$ cat config.mk
export PLATFORM = sky130hd
export DESIGN_NAME = dmem_lsu
export DESIGN_NICKNAME = d
export VERILOG_FILES = /design/src/rtl/dmem_lsu_pkg.sv /design/src/rtl/dmem_lsu_align.sv /design/src/rtl/dmem_lsu.sv
export SDC_FILE = /design/constraint.sdc
export NUM_CORES = 1
export LEC_CHECK = 0
export BUFFER_PORTS_ARGS = -buffer_cell sky130_fd_sc_hd__buf_2
export CORE_ASPECT_RATIO = 1.75
export CORE_MARGIN = 1.5
export CORE_UTILIZATION = 52
export DETAILED_ROUTE_END_ITERATION = 7
export PLACE_DENSITY = 0.83
export SLEW_MARGIN = 10
export SYNTH_ARGS = -nofsm -noshare
export SYNTH_HDL_FRONTEND = slang
export SYNTH_SLANG_ARGS = --single-unit
$ cat constraint.sdc
create_clock -name clk -period 5.35 [get_ports clk]
set_clock_uncertainty 0.05 [all_clocks]
set_input_delay 0.2675 -clock clk [delete_from_list [all_inputs] [get_ports clk]]
set_output_delay 0.2675 -clock clk [all_outputs]
set_load 0.02 [all_outputs]
$ cat src/rtl/dmem_lsu_pkg.sv
// Shared constants, FSM encoding and legality check for the data-RAM load/store unit.
package dmem_lsu_pkg;

   localparam logic [2:0] F3_B  = 3'b000;
   localparam logic [2:0] F3_H  = 3'b001;
   localparam logic [2:0] F3_W  = 3'b010;
   localparam logic [2:0] F3_BU = 3'b100;
   localparam logic [2:0] F3_HU = 3'b101;

   typedef enum logic [1:0] {
      IDLE     = 2'd0,
      ACCESS   = 2'd1,
      LOAD_CAP = 2'd2,
      RESP     = 2'd3
   } state_t;

   // Unsigned variants only exist for loads; natural alignment is required.
   function automatic logic is_legal(input logic [2:0] funct3, input logic we,
                                     input logic [1:0] off);
      logic ok;
      case (funct3)
         F3_B:    ok = 1'b1;
         F3_H:    ok = ~off[0];
         F3_W:    ok = (off == 2'b00);
         F3_BU:   ok = ~we;
         F3_HU:   ok = ~we & ~off[0];
         default: ok = 1'b0;
      endcase
      return ok;
   endfunction

endpackage

$ cat src/rtl/dmem_lsu_align.sv
// Store lane steering / byte-enable generation and load shift / extension.
module dmem_lsu_align
   import dmem_lsu_pkg::*;
(
   input  logic [2:0]  st_funct3,
   input  logic [1:0]  st_off,
   input  logic [31:0] st_wdata,
   output logic [3:0]  st_be,
   output logic [31:0] st_data,
   input  logic [2:0]  ld_funct3,
   input  logic [1:0]  ld_off,
   input  logic [31:0] rd_data,
   output logic [31:0] ld_data
);

   logic [31:0] shifted;

   always_comb begin
      st_be   = 4'b0000;
      st_data = st_wdata;
      case (st_funct3)
         F3_B: begin
            st_be   = 4'b0001 << st_off;
            st_data = {4{st_wdata[7:0]}};
         end
         F3_H: begin
            st_be   = st_off[1] ? 4'b1100 : 4'b0011;
            st_data = {2{st_wdata[15:0]}};
         end
         F3_W:    st_be = 4'b1111;
         default: st_be = 4'b0000;
      endcase
   end

   assign shifted = rd_data >> {ld_off, 3'b000};

   always_comb begin
      case (ld_funct3)
         F3_B:    ld_data = {{24{shifted[7]}}, shifted[7:0]};
         F3_BU:   ld_data = {24'd0, shifted[7:0]};
         F3_H:    ld_data = {{16{shifted[15]}}, shifted[15:0]};
         F3_HU:   ld_data = {16'd0, shifted[15:0]};
         default: ld_data = shifted;
      endcase
   end

endmodule

$ cat src/rtl/dmem_lsu.sv
// Load/store unit driving a single-port byte-enabled RAM with a 1-cycle read.
module dmem_lsu
   import dmem_lsu_pkg::*;
#(
   parameter int ADDR_WIDTH = 10,
   parameter int DATA_WIDTH = 32,
   parameter int BE_WIDTH   = 4
) (
   input  logic                  clk,
   input  logic                  rst,
   input  logic                  req_valid,
   output logic                  req_ready,
   input  logic                  req_we,
   input  logic [2:0]            req_funct3,
   input  logic [31:0]           req_addr,
   input  logic [31:0]           req_wdata,
   output logic                  rsp_valid,
   input  logic                  rsp_ready,
   output logic [31:0]           rsp_rdata,
   output logic                  rsp_err,
   output logic [ADDR_WIDTH-1:0] mem_addr,
   output logic [DATA_WIDTH-1:0] mem_wr_data,
   output logic                  mem_wr_en,
   output logic [BE_WIDTH-1:0]   mem_wr_byte_en,
   input  logic [DATA_WIDTH-1:0] mem_rd_data
);

   state_t      state, state_nxt;
   logic [1:0]  off_q;
   logic [2:0]  f3_q;
   logic        we_q;
   logic        accept, legal;
   logic [3:0]  st_be;
   logic [31:0] st_data, ld_data;
   logic        unused_addr;

   // Upper address bits are dropped so accesses wrap modulo the RAM size.
   assign unused_addr = ^req_addr[31:ADDR_WIDTH+2];
   assign accept      = req_valid & req_ready;
   assign legal       = is_legal(req_funct3, req_we, req_addr[1:0]);

   dmem_lsu_align u_align (
      .st_funct3 (req_funct3),
      .st_off    (req_addr[1:0]),
      .st_wdata  (req_wdata),
      .st_be     (st_be),
      .st_data   (st_data),
      .ld_funct3 (f3_q),
      .ld_off    (off_q),
      .rd_data   (mem_rd_data),
      .ld_data   (ld_data)
   );

   always_ff @(posedge clk) begin
      if (rst) state <= IDLE;
      else     state <= state_nxt;
   end

   always_comb begin
      state_nxt = state;
      case (state)
         IDLE:     if (accept) state_nxt = legal ? ACCESS : RESP;
         ACCESS:   state_nxt = we_q ? RESP : LOAD_CAP;
         LOAD_CAP: state_nxt = RESP;
         RESP:     if (rsp_ready) state_nxt = IDLE;
         default:  state_nxt = IDLE;
      endcase
   end

   always_comb begin
      req_ready = (state == IDLE);
   end

   always_ff @(posedge clk) begin
      if (rst) begin
         off_q          <= '0;
         f3_q           <= '0;
         we_q           <= 1'b0;
         mem_addr       <= '0;
         mem_wr_data    <= '0;
         mem_wr_en      <= 1'b0;
         mem_wr_byte_en <= '0;
         rsp_valid      <= 1'b0;
         rsp_rdata      <= '0;
         rsp_err        <= 1'b0;
      end else begin
         case (state)
            IDLE: if (accept) begin
               off_q <= req_addr[1:0];
               f3_q  <= req_funct3;
               we_q  <= req_we;
               if (legal) begin
                  mem_addr <= req_addr[ADDR_WIDTH+1:2];
                  if (req_we) begin
                     mem_wr_en      <= 1'b1;
                     mem_wr_byte_en <= st_be;
                     mem_wr_data    <= st_data;
                  end
               end else begin
                  rsp_valid <= 1'b1;
                  rsp_err   <= 1'b1;
                  rsp_rdata <= '0;
               end
            end
            ACCESS: begin
               mem_wr_en      <= 1'b0;
               mem_wr_byte_en <= '0;
               if (we_q) begin
                  rsp_valid <= 1'b1;
                  rsp_err   <= 1'b0;
                  rsp_rdata <= '0;
               end
            end
            LOAD_CAP: begin
               rsp_valid <= 1'b1;
               rsp_err   <= 1'b0;
               rsp_rdata <= ld_data;
            end
            RESP: if (rsp_ready) begin
               rsp_valid <= 1'b0;
               rsp_err   <= 1'b0;
               rsp_rdata <= '0;
            end
            default: ;
         endcase
      end
   end

endmodule

* Yosys cells after proc, flatten, opt, wreduce, memory -nomap -nowiden
Index checks and enable logic that the tools add are counted.
** Storage, ports and cells
- Flip-flop bits (word level) :: 89
- Bits in latches :: 0
- Memory bits (writable) :: 0
- Bits in read-only memories :: 0
- Input bits :: 104
- Output and inout port bits :: 82
- Logic and storage cells :: 74
- Memories kept :: 0
** Operators by class
- Add/sub/neg operators :: 0
- $mul :: 0
- Div/mod/pow operators :: 0
- Order comparisons :: 0
- Equal/unequal tests :: 16
- Shift operators :: 2
- Mux-type cells :: 30
- Bitwise logic cells :: 4
- Reduce and logical (&&, ||, !) cells :: 11
** Operators with widths (number)
- $pmux 32 s4 :: 2
- $mux 32 :: 4
- $pmux 32 s2 :: 1
- $shr 32x5->32 :: 1
- $mux 4 :: 4
- $eq 3x3->1 const B :: 4
- $pmux 4 s3 :: 1
- $reduce_and 4->1 :: 3
- $mux 1 :: 9
- $pmux 1 s4 :: 2
- $pmux 2 s4 :: 1
- $pmux 4 s2 :: 1
- $eq 3x1->1 const B :: 2
- $logic_not 3->1 :: 2
- $mux 2 :: 3
- $ne 2x1->1 const B :: 3
- $ne 2x2->1 const B :: 3
- $pmux 1 s5 :: 1
- $eq 2x2->1 const B :: 2
- $logic_not 2->1 :: 2
- $reduce_and 2->1 :: 2
- $shl 1x2->4 const A :: 1
- $eq 3x2->1 const B :: 1
- $reduce_and 3->1 :: 1
- 5 further kinds :: 7

* Depth between registers and ports, before layout
Gate-level depths: netlist of the first run.
- Depth in word-level cells :: 6
- Depth in mapped cells :: 8
- Gate-level depth less buffers :: 6

* Modules after synthesis
A second synthesis of the first run with hierarchy kept.
** Unflattened totals
- Cell total of the unflattened synthesis :: 570
- Area total of the unflattened synthesis :: 4707.0 um2
** By module, submodules not included
- dmem_lsu :: times used 1, cells each 397, area each 3520.9 um2, sequential area each 1781.7 um2
- dmem_lsu_align :: times used 1, cells each 173, area each 1186.1 um2, sequential area each 0.0 um2

* Least setup slack after synthesis of the first run
No wires, ideal clock.
- Kind :: register -> register
- From :: register state[0]
- To :: register rsp_rdata[10]
- Data arrival time :: 1.915 ns
- Required time :: 5.208 ns
- Path slack :: 3.293 ns
- Cell stages (with the launch flop) :: 8
- Buffers on the path :: 1
- Period minus slack after synthesis :: 2.057 ns
- Cell sequence :: dfxtp_1 inv_1 ha_1 or2b_1 nand3_2 buf_2 a2111o_2 o32ai_1
** On the way
- Word-level cells in the longest chain between the ends :: 4
** RTL lines
- start: declaration :: line dmem_lsu.sv:28 : state_t state, state_nxt;
- start signal: assignment :: line dmem_lsu.sv:56 : else state <= state_nxt;
- $logic_not 2->1 (*) :: line dmem_lsu.sv:71 : req_ready = (state == IDLE);
- via req_ready :: line dmem_lsu.sv:12 : output logic req_ready,
- $and 1x1->1 :: line dmem_lsu.sv:39 : assign accept = req_valid & req_ready;
- $ne 2x1->1 (no source line)
- $reduce_and 4->1 (no source line)
- end signal: assignment :: line dmem_lsu.sv:117 : rsp_rdata <= ld_data;
- end: declaration :: line dmem_lsu.sv:19 : output logic [31:0] rsp_rdata,
The timed path passes the listed nets; every way through them passes the cells marked *.
A chain may end at the register's enable or synchronous reset.

* Worst setup path after layout of the first run
- From :: register state[0]
- To :: register mem_wr_data[28]
** On the way
- Word-level cells in the longest chain between the ends :: 3
** RTL lines
- $logic_not 2->1 (*) :: line dmem_lsu.sv:71, dmem_lsu.sv:87
- $and 1x1->1 :: line dmem_lsu.sv:39
- $reduce_and 4->1 (no source line) (*)
- end signal: assignment :: line dmem_lsu.sv:97 : mem_wr_data <= st_data;
- end: declaration :: line dmem_lsu.sv:22 : output logic [DATA_WIDTH-1:0] mem_wr_data,
Every way passes the cells marked *; elsewhere a longest branch is shown, timed or not.

==> summary.md, run 1 <==
| Metric | Value |
|---|---|
| Status | finished clean |
| Post-layout util | 65.8% |
| IO buf count | 165 |
| Placer Congestion | 0.940 |
| Setup repair bufs after CTS | 0 |
| Unique masters post-synth | 45 |
| Critical Path RT | 5.56 ns |
| Hold Path Class | input pin to register |
| Crit path kind | register to register |
| CTS resizes | 0 |
| Synth Cell Area | 0.00438 sq mm |
| Max-cap violations | 0 |
| Ys flop type | dfxtp_1 |
| Avg Cell Area, Syn | 9.16 sq um |
| Antenna Cells | 0 |
| Fillers | 669 |
| Hold Path Stages | 3 |
| Clock Latency Late Sink | 0.33 ns |
| Cell row count | 44 |
| Maximum clock rate | 378 MHz |
| First-iteration detailed-routing DRC count | 295 |
| Drt pass-1 iters | 5 |
| Post-route clock period utilization | 49.5% |
| Fraction of layout cells with a size suffix above 1 | 33.0% |
| Worst Slack Setup Final | 2.70 ns |
| Peak supply drop | 0.000236 V |
| CTS Buffer Depth | 2 |
| Largest stage delay, worst path | 0.93 ns |
| Critical path cell sequence | inv_1 > ha_1 > and3_1 > a21boi_4 > o211ai_1 > a21oi_1 |
| Startpoint class of the critical path | register |
| Hold-fix buffers, CTS | 0 |
| Flops & latches, synth | 89 |
| Largest net degree at the start of global routing | 86 |
| Reg-to-reg slack, setup | 2.70 ns |
| Switching Share | 36.9% |
| Final Hold Viols | 0 |
| Crit path max fanout | 49 |
| Starting density of the core | 53.0% |
| Async set-reset flop share out of synthesis | 0% |
| Area delta synth->final | 24.1% |
| Post-Synthesis Cells | 478 |
| Pwr dens | 397 mW/mm^2 |
| Gate power share | 34.1% |
| Core area | 0.00826 sq mm |
| P_int | 1.36 mW |
| Post-DRT Antenna Nets | 0 |
| Vias/cell | 5.95 |
| I/O pins | 186 |
| CTS tree | yes |
| Die Width | 72.4 um |
| # setup viols final | 0 |
| H-tree depth | 3 |
| Die H | 124 um |
| Fin crit period | 2.65 ns |
| Clk network pwr share | 29.0% |
| CP max stage cell | a21boi_4 |
| RSZ-0062 raised after global routing | no |
| NetSw | 797 uW |
| Yosys warnings | 0 |
| Hpwl dp | 8710 um |
| R2R Path Start | state[0]$_SDFFE_PP0P_ |
| CTS clk-pin slew, worst paths | 0.06 ns |
| Vias | 4228 |
| Worst hold start | req_addr[9] |
| Final-report max-slew violation count | 0 |
| Setup_tns | 0 ns |
| Worst-Margin Slew | 1.16 ns |
| First-pass GRT wire length | 19000 um |
| Worst path bufs/invs | 1 |
| Reg2reg end | mem_wr_data[28]$_SDFFE_PP0P_ |
| Cell family with most CP delay | compound AO/OA/AOI/OAI gates |
| Wire per inst | 16.8 um |
| Max-slew headroom | 22.4% |
| Seq pwr share | 36.9% |
| Vias in the first global route | 3900 |
| CP Capture Type | register |
| Worst Path Arrival | 2.86 ns |
| Hold EP | mem_addr[7]$_SDFFE_PP0P_ |
| Root Driver | clkbuf_16 |
| Total Nets Final | 721 |
| Worst setup path start | state[0]$_SDFFE_PP0P_ |
| Setup Slack @ Placement | 2.65 ns |
| Final WL | 11900 um |
| Die area | 0.00900 sq mm |
| P_leak | 2.32 nW |
| Sequential cell area fraction in the yosys report | 40.7% |
| GRT Util Overall | 26.5% |
| CTS Buf Count | 9 |
| R2R depth | 6 |
| Syn_nets | 586 |
| GR Overflow Total | 0 |
| Initial antenna violation count | 0 |
| Number of remaining DRC errors | 0 |
| Post-synth EDFFs | 0 |
| Clock sinks | 89 |
-- flip-flops by register name, summed over array words and instances (netlist names) --
name,count
mem_wr_en,1
off_q,2
mem_wr_data,32
rsp_valid,1
f3_q,3
mem_wr_byte_en,4
state,2
we_q,1
rsp_rdata,32
mem_addr,10
rsp_err,1
-- cells by family after synthesis --
group	Yosys count	synth area share [%]
muxes	56	15.4
buffers and inverters	50	5.40
DFF	89	40.7
adders and majority gates	4	1.14
and+or+nand+nor	135	14.3
AOI/OAI and AO/OA	144	23.1
-- final cells by class --
class                           instances  area [sq um]  share of cell area, %
Timing Repair Buffer                  168           848                   15.6
Inverter                                6          22.5                  0.414
Clock inverter                          7          68.8                   1.27
Multi-Input combinational cell        339          2370                   43.7
Clock buffer                            9           225                   4.14
Sequential cell                        89          1780                   32.8
Tap cell                               92           115                   2.12
-- power by group through the flow --
stage | logic, mW | clock network [mW] | registers [mW]
floorplan | 0.472 | 0 | 0.879
global placement | 0.716 | 0 | 0.807
detailed placement | 0.734 | 0 | 0.811
CTS | 0.738 | 0.631 | 0.797
global route | 0.803 | 0.664 | 0.807
finish | 0.737 | 0.625 | 0.797
-- through the flow --
stage / hold slack [ns] / cells / area (sq um) / power [mW]
final: 0.112 / 710 / 5430 / 2.16
after global routing: 0.130 / 710 / 5430 / 2.27
after CTS: 0.109 / 710 / 5430 / 2.17
after detailed placement: 0.397 / 694 / 5140 / 1.54
after global placement: 0.392 / 694 / 5140 / 1.52
after floorplan: 0.354 / 478 / 4380 / 1.35
-- worst max-delay path by stage --
stage | endpoint | depth (start not counted)
finish | mem_wr_data[28]$_SDFFE_PP0P_ | 6
global route | mem_wr_data[17]$_SDFFE_PP0P_ | 6
CTS | mem_wr_byte_en[2]$_SDFFE_PP0P_ | 6
detailed placement | mem_wr_byte_en[2]$_SDFFE_PP0P_ | 5
global placement | mem_wr_byte_en[1]$_SDFFE_PP0P_ | 5
floorplan | rsp_rdata[10]$_SDFFE_PP0P_ | 7
-- layer usage --
layer / vias to the layer above / global-route usage (%) / wire length (um)
li1: 2053 / - / -
met1: 1974 / 30.9 / 4690
met2: 175 / 45.6 / 6140
met3: 26 / 5.18 / 678
met4: 0 / 11.8 / 439
met5: - / 0 / 0
-- cells in the final DEF, fill, tap and decap left out, types with 9 or more instances in the layout --
cell       instances
buf_2            165
dfxtp_1           89
nand2_1           49
mux2i_1           47
nor2_1            40
a21oi_1           35
o21ai_0           22
a211oi_1          18
nand2b_1          17
a32o_1            16
mux4_2             9
nand4_1            9
clkbuf_16          9
-- worst min-delay path: cells and delay by family --
kind | cells | cell delay [ns]
and+or+nand+nor | 1 | 0.07
muxes | 1 | 0.05
buffers and inverters | 1 | 0.08
-- synthesized netlist by cell type, types with 2 or more instances --
cell       instances  area (sq um)
buf_1              4          15.0
mux2i_1           47           470
a311oi_1           8          70.1
nand4_1            9          56.3
nor2_1            40           150
a32o_1            16           160
dfxtp_1           89          1780
a211oi_1          18           135
buf_2             13          65.1
mux4_2             9           203
o32ai_1            8          70.1
a221oi_1           2          17.5
o21ai_0           22           110
nand3_1            6          30.0
nand2b_1          17           106
a21oi_1           35           175
buf_6              3          33.8
nor2b_1            2          12.5
a21oi_2            2          17.5
o211ai_1           8          60.1
o21ai_1            3          15.0
clkbuf_1          20          75.1
buf_4              2          15.0
nand2_1           49           184
and3_1             2          12.5
o2bb2ai_1          8          70.1
inv_1              6          22.5
nor3_1             2          10.0
o22ai_1            8          50.1
ha_1               4          50.1
clkbuf_2           2          10.0
Power figures use the tool's default switching activity.
==> run 2: changes to the inputs <==
--- a/config.mk
+++ b/config.mk
@@ -8,9 +8,9 @@
 export BUFFER_PORTS_ARGS = -buffer_cell sky130_fd_sc_hd__buf_2
 export CORE_ASPECT_RATIO = 1.75
 export CORE_MARGIN = 1.5
-export CORE_UTILIZATION = 52
+export CORE_UTILIZATION = 48
 export DETAILED_ROUTE_END_ITERATION = 7
-export PLACE_DENSITY = 0.83
+export PLACE_DENSITY = 0.77
 export SLEW_MARGIN = 10
 export SYNTH_ARGS = -nofsm -noshare
 export SYNTH_HDL_FRONTEND = slang
==> constraint.sdc (replaced) <==
create_clock -name clk -period 2.65 [get_ports clk]
set_clock_uncertainty 0.05 [all_clocks]
set_input_delay 0.1325 -clock clk [delete_from_list [all_inputs] [get_ports clk]]
set_output_delay 0.1325 -clock clk [all_outputs]
set_load 0.02 [all_outputs]
==> run 2 against run 1 <==
  * Count of clock-buffer cells in the layout up 2
  * Worst setup slack worse by 2.4 ns
  * Via count up 2.4%
  * Die area up 8.1%
  * Power up 100%
  * Final cell count up 6.5%
==> summary.md, run 2 (synthesis results as in run 1) <==
| Metric | Value |
|---|---|
| Final-report max-slew violation count | 0 |
| Startpoint class of the critical path | register |
| Worst path bufs/invs | 1 |
| CTS tree | yes |
| First-iteration detailed-routing DRC count | 298 |
| Starting density of the core | 48.8% |
| First-pass GRT wire length | 19500 um |
| Biggest regs | mem_wr_data x32, rsp_rdata x32, mem_addr x10 |
| Vias/cell | 5.73 |
| CTS Buf Count | 9 |
| Antenna Cells | 0 |
| Cell row count | 46 |
| Worst Path Arrival | 2.58 ns |
| Number of remaining DRC errors | 0 |
| CTS Buffer Depth | 2 |
| Max-slew headroom | 43.3% |
| Crit path kind | register to register |
| Root Driver | clkbuf_16 |
| Fin crit period | 2.39 ns |
| RSZ-0062 raised after global routing | no |
| Vias | 4331 |
| Overall Power | 4.35 mW |
| CP max stage cell | a2111o_2 |
| Placer Congestion | 0.897 |
| Fillers | 804 |
| Post-route clock period utilization | 90.2% |
| Crit path max fanout | 14 |
| P_leak | 2.40 nW |
| Wire per inst | 16.6 um |
| Post-layout util | 62.5% |
| GR Overflow Total | 0 |
| Most frequent cells in the layout | 165 x buf_2, 89 x dfxtp_1, 49 x nand2_1 |
| Most common cell after layout, fill and taps aside | buf_2 |
| Cell area after placement | 0.00525 sq mm |
| Worst-Margin Slew | 0.846 ns |
| Critical path cell sequence | inv_1 > ha_1 > or2b_1 > nand3_2 > a2111o_2 > o32ai_1 |
| Cell family with most CP delay | compound AO/OA/AOI/OAI gates |
| Setup_tns | 0 ns |
| CP Capture Type | register |
| Drt pass-1 iters | 5 |
| Final WL | 12600 um |
| Clock Latency Late Sink | 0.34 ns |
| IO buf count | 165 |
| Setup Slack @ Placement | 0.288 ns |
| CTS clk-pin slew, worst paths | 0.06 ns |
| GRT Util Overall | 26.0% |
| Largest stage delay, worst path | 0.55 ns |
| Worst setup path start | state[0]$_SDFFE_PP0P_ |
| Die area | 0.00973 sq mm |
| # setup viols final | 0 |
| Total Nets Final | 739 |
| Final Hold Viols | 0 |
| Largest net degree at the start of global routing | 50 |
| Hpwl dp | 9130 um |
| Max-cap violations | 0 |
| Worst hold start | req_addr[8] |
| Worst Slack Setup Final | 0.260 ns |
| Maximum clock rate | 418 MHz |
| R2R Path Start | state[0]$_SDFFE_PP0P_ |
| Vias in the first global route | 4081 |
| Fraction of layout cells with a size suffix above 1 | 33.2% |
| Critical Path RT | 2.84 ns |
| Hold Path Class | input pin to register |
| Core area | 0.00898 sq mm |
| Status | finished clean |
| I/O pins | 186 |
| Initial antenna violation count | 0 |
| Final Instance Area | 0.00562 sq mm |
| Setup repair bufs after CTS | 0 |
| Peak supply drop | 0.000467 V |
| Pwr dens | 774 mW/mm^2 |
| Die Width | 75.2 um |
| Post-DRT Antenna Nets | 0 |
| Area delta synth->final | 28.2% |
| H-tree depth | 3 |
| Clock sinks | 89 |
| Die H | 129 um |
## run 2: layout make-up
class	instances	area (sq um)	area share (%)
Tap cell	120	150	2.67
Clock buffer	11	243	4.32
Inverter	6	22.5	0.401
Sequential cell	89	1780	31.7
Multi-Input combinational cell	339	2370	42.2
Clock inverter	5	31.3	0.557
Timing Repair Buffer	186	1020	18.1
## run 2: timing repair
item | 4_1_cts | 5_1_grt
gates resized for setup | 0 | 0
hold endpoints to repair | 9 | 0
hold buffers | 9 | 0
## run 2: path summary, 6_finish.rpt
check                                       to  cells past startpoint  slack [ns]
hold / removal        mem_addr[6]$_SDFFE_PP0P_                      3       0.005
hold reg to reg   mem_wr_data[26]$_SDFFE_PP0P_                      2        0.40
setup reg to reg     rsp_rdata[9]$_SDFFE_PP0P_                      6        0.26
setup / recovery     rsp_rdata[9]$_SDFFE_PP0P_                      6        0.26
## run 2: tightest hold or removal path, delay by kind of cell
family	cells	cell delay, ns
buffers and inverters	1	0.07
muxes	1	0.06
and+or+nand+nor	1	0.09
## run 2: per-layer routing
metal  up-vias  GRT usage, %  part of all wire (%)
met5         -             0                     0
met4         0          15.9                   4.7
met3        35          6.14                   6.3
met2       195          44.4                    52
met1      2020          28.3                    36
li1       2081             -                     -
## run 2: power by group
| group | leakage, nW | internal [mW] | switching [mW] | total (mW) |
|---|---|---|---|---|
| Combinational | 1.54 | 0.566 | 1.00 | 1.57 |
| Clock | 0.135 | 0.658 | 0.512 | 1.17 |
| Sequential | 0.722 | 1.50 | 0.105 | 1.61 |
## run 2: stage by stage
step / hold WS [ns] / cells
after global placement: 0.313 / 731
after CTS: 0.000275 / 756
after detailed placement: 0.324 / 731
final: 0.00473 / 756
after floorplan: 0.219 / 478
after global routing: 0.0113 / 756
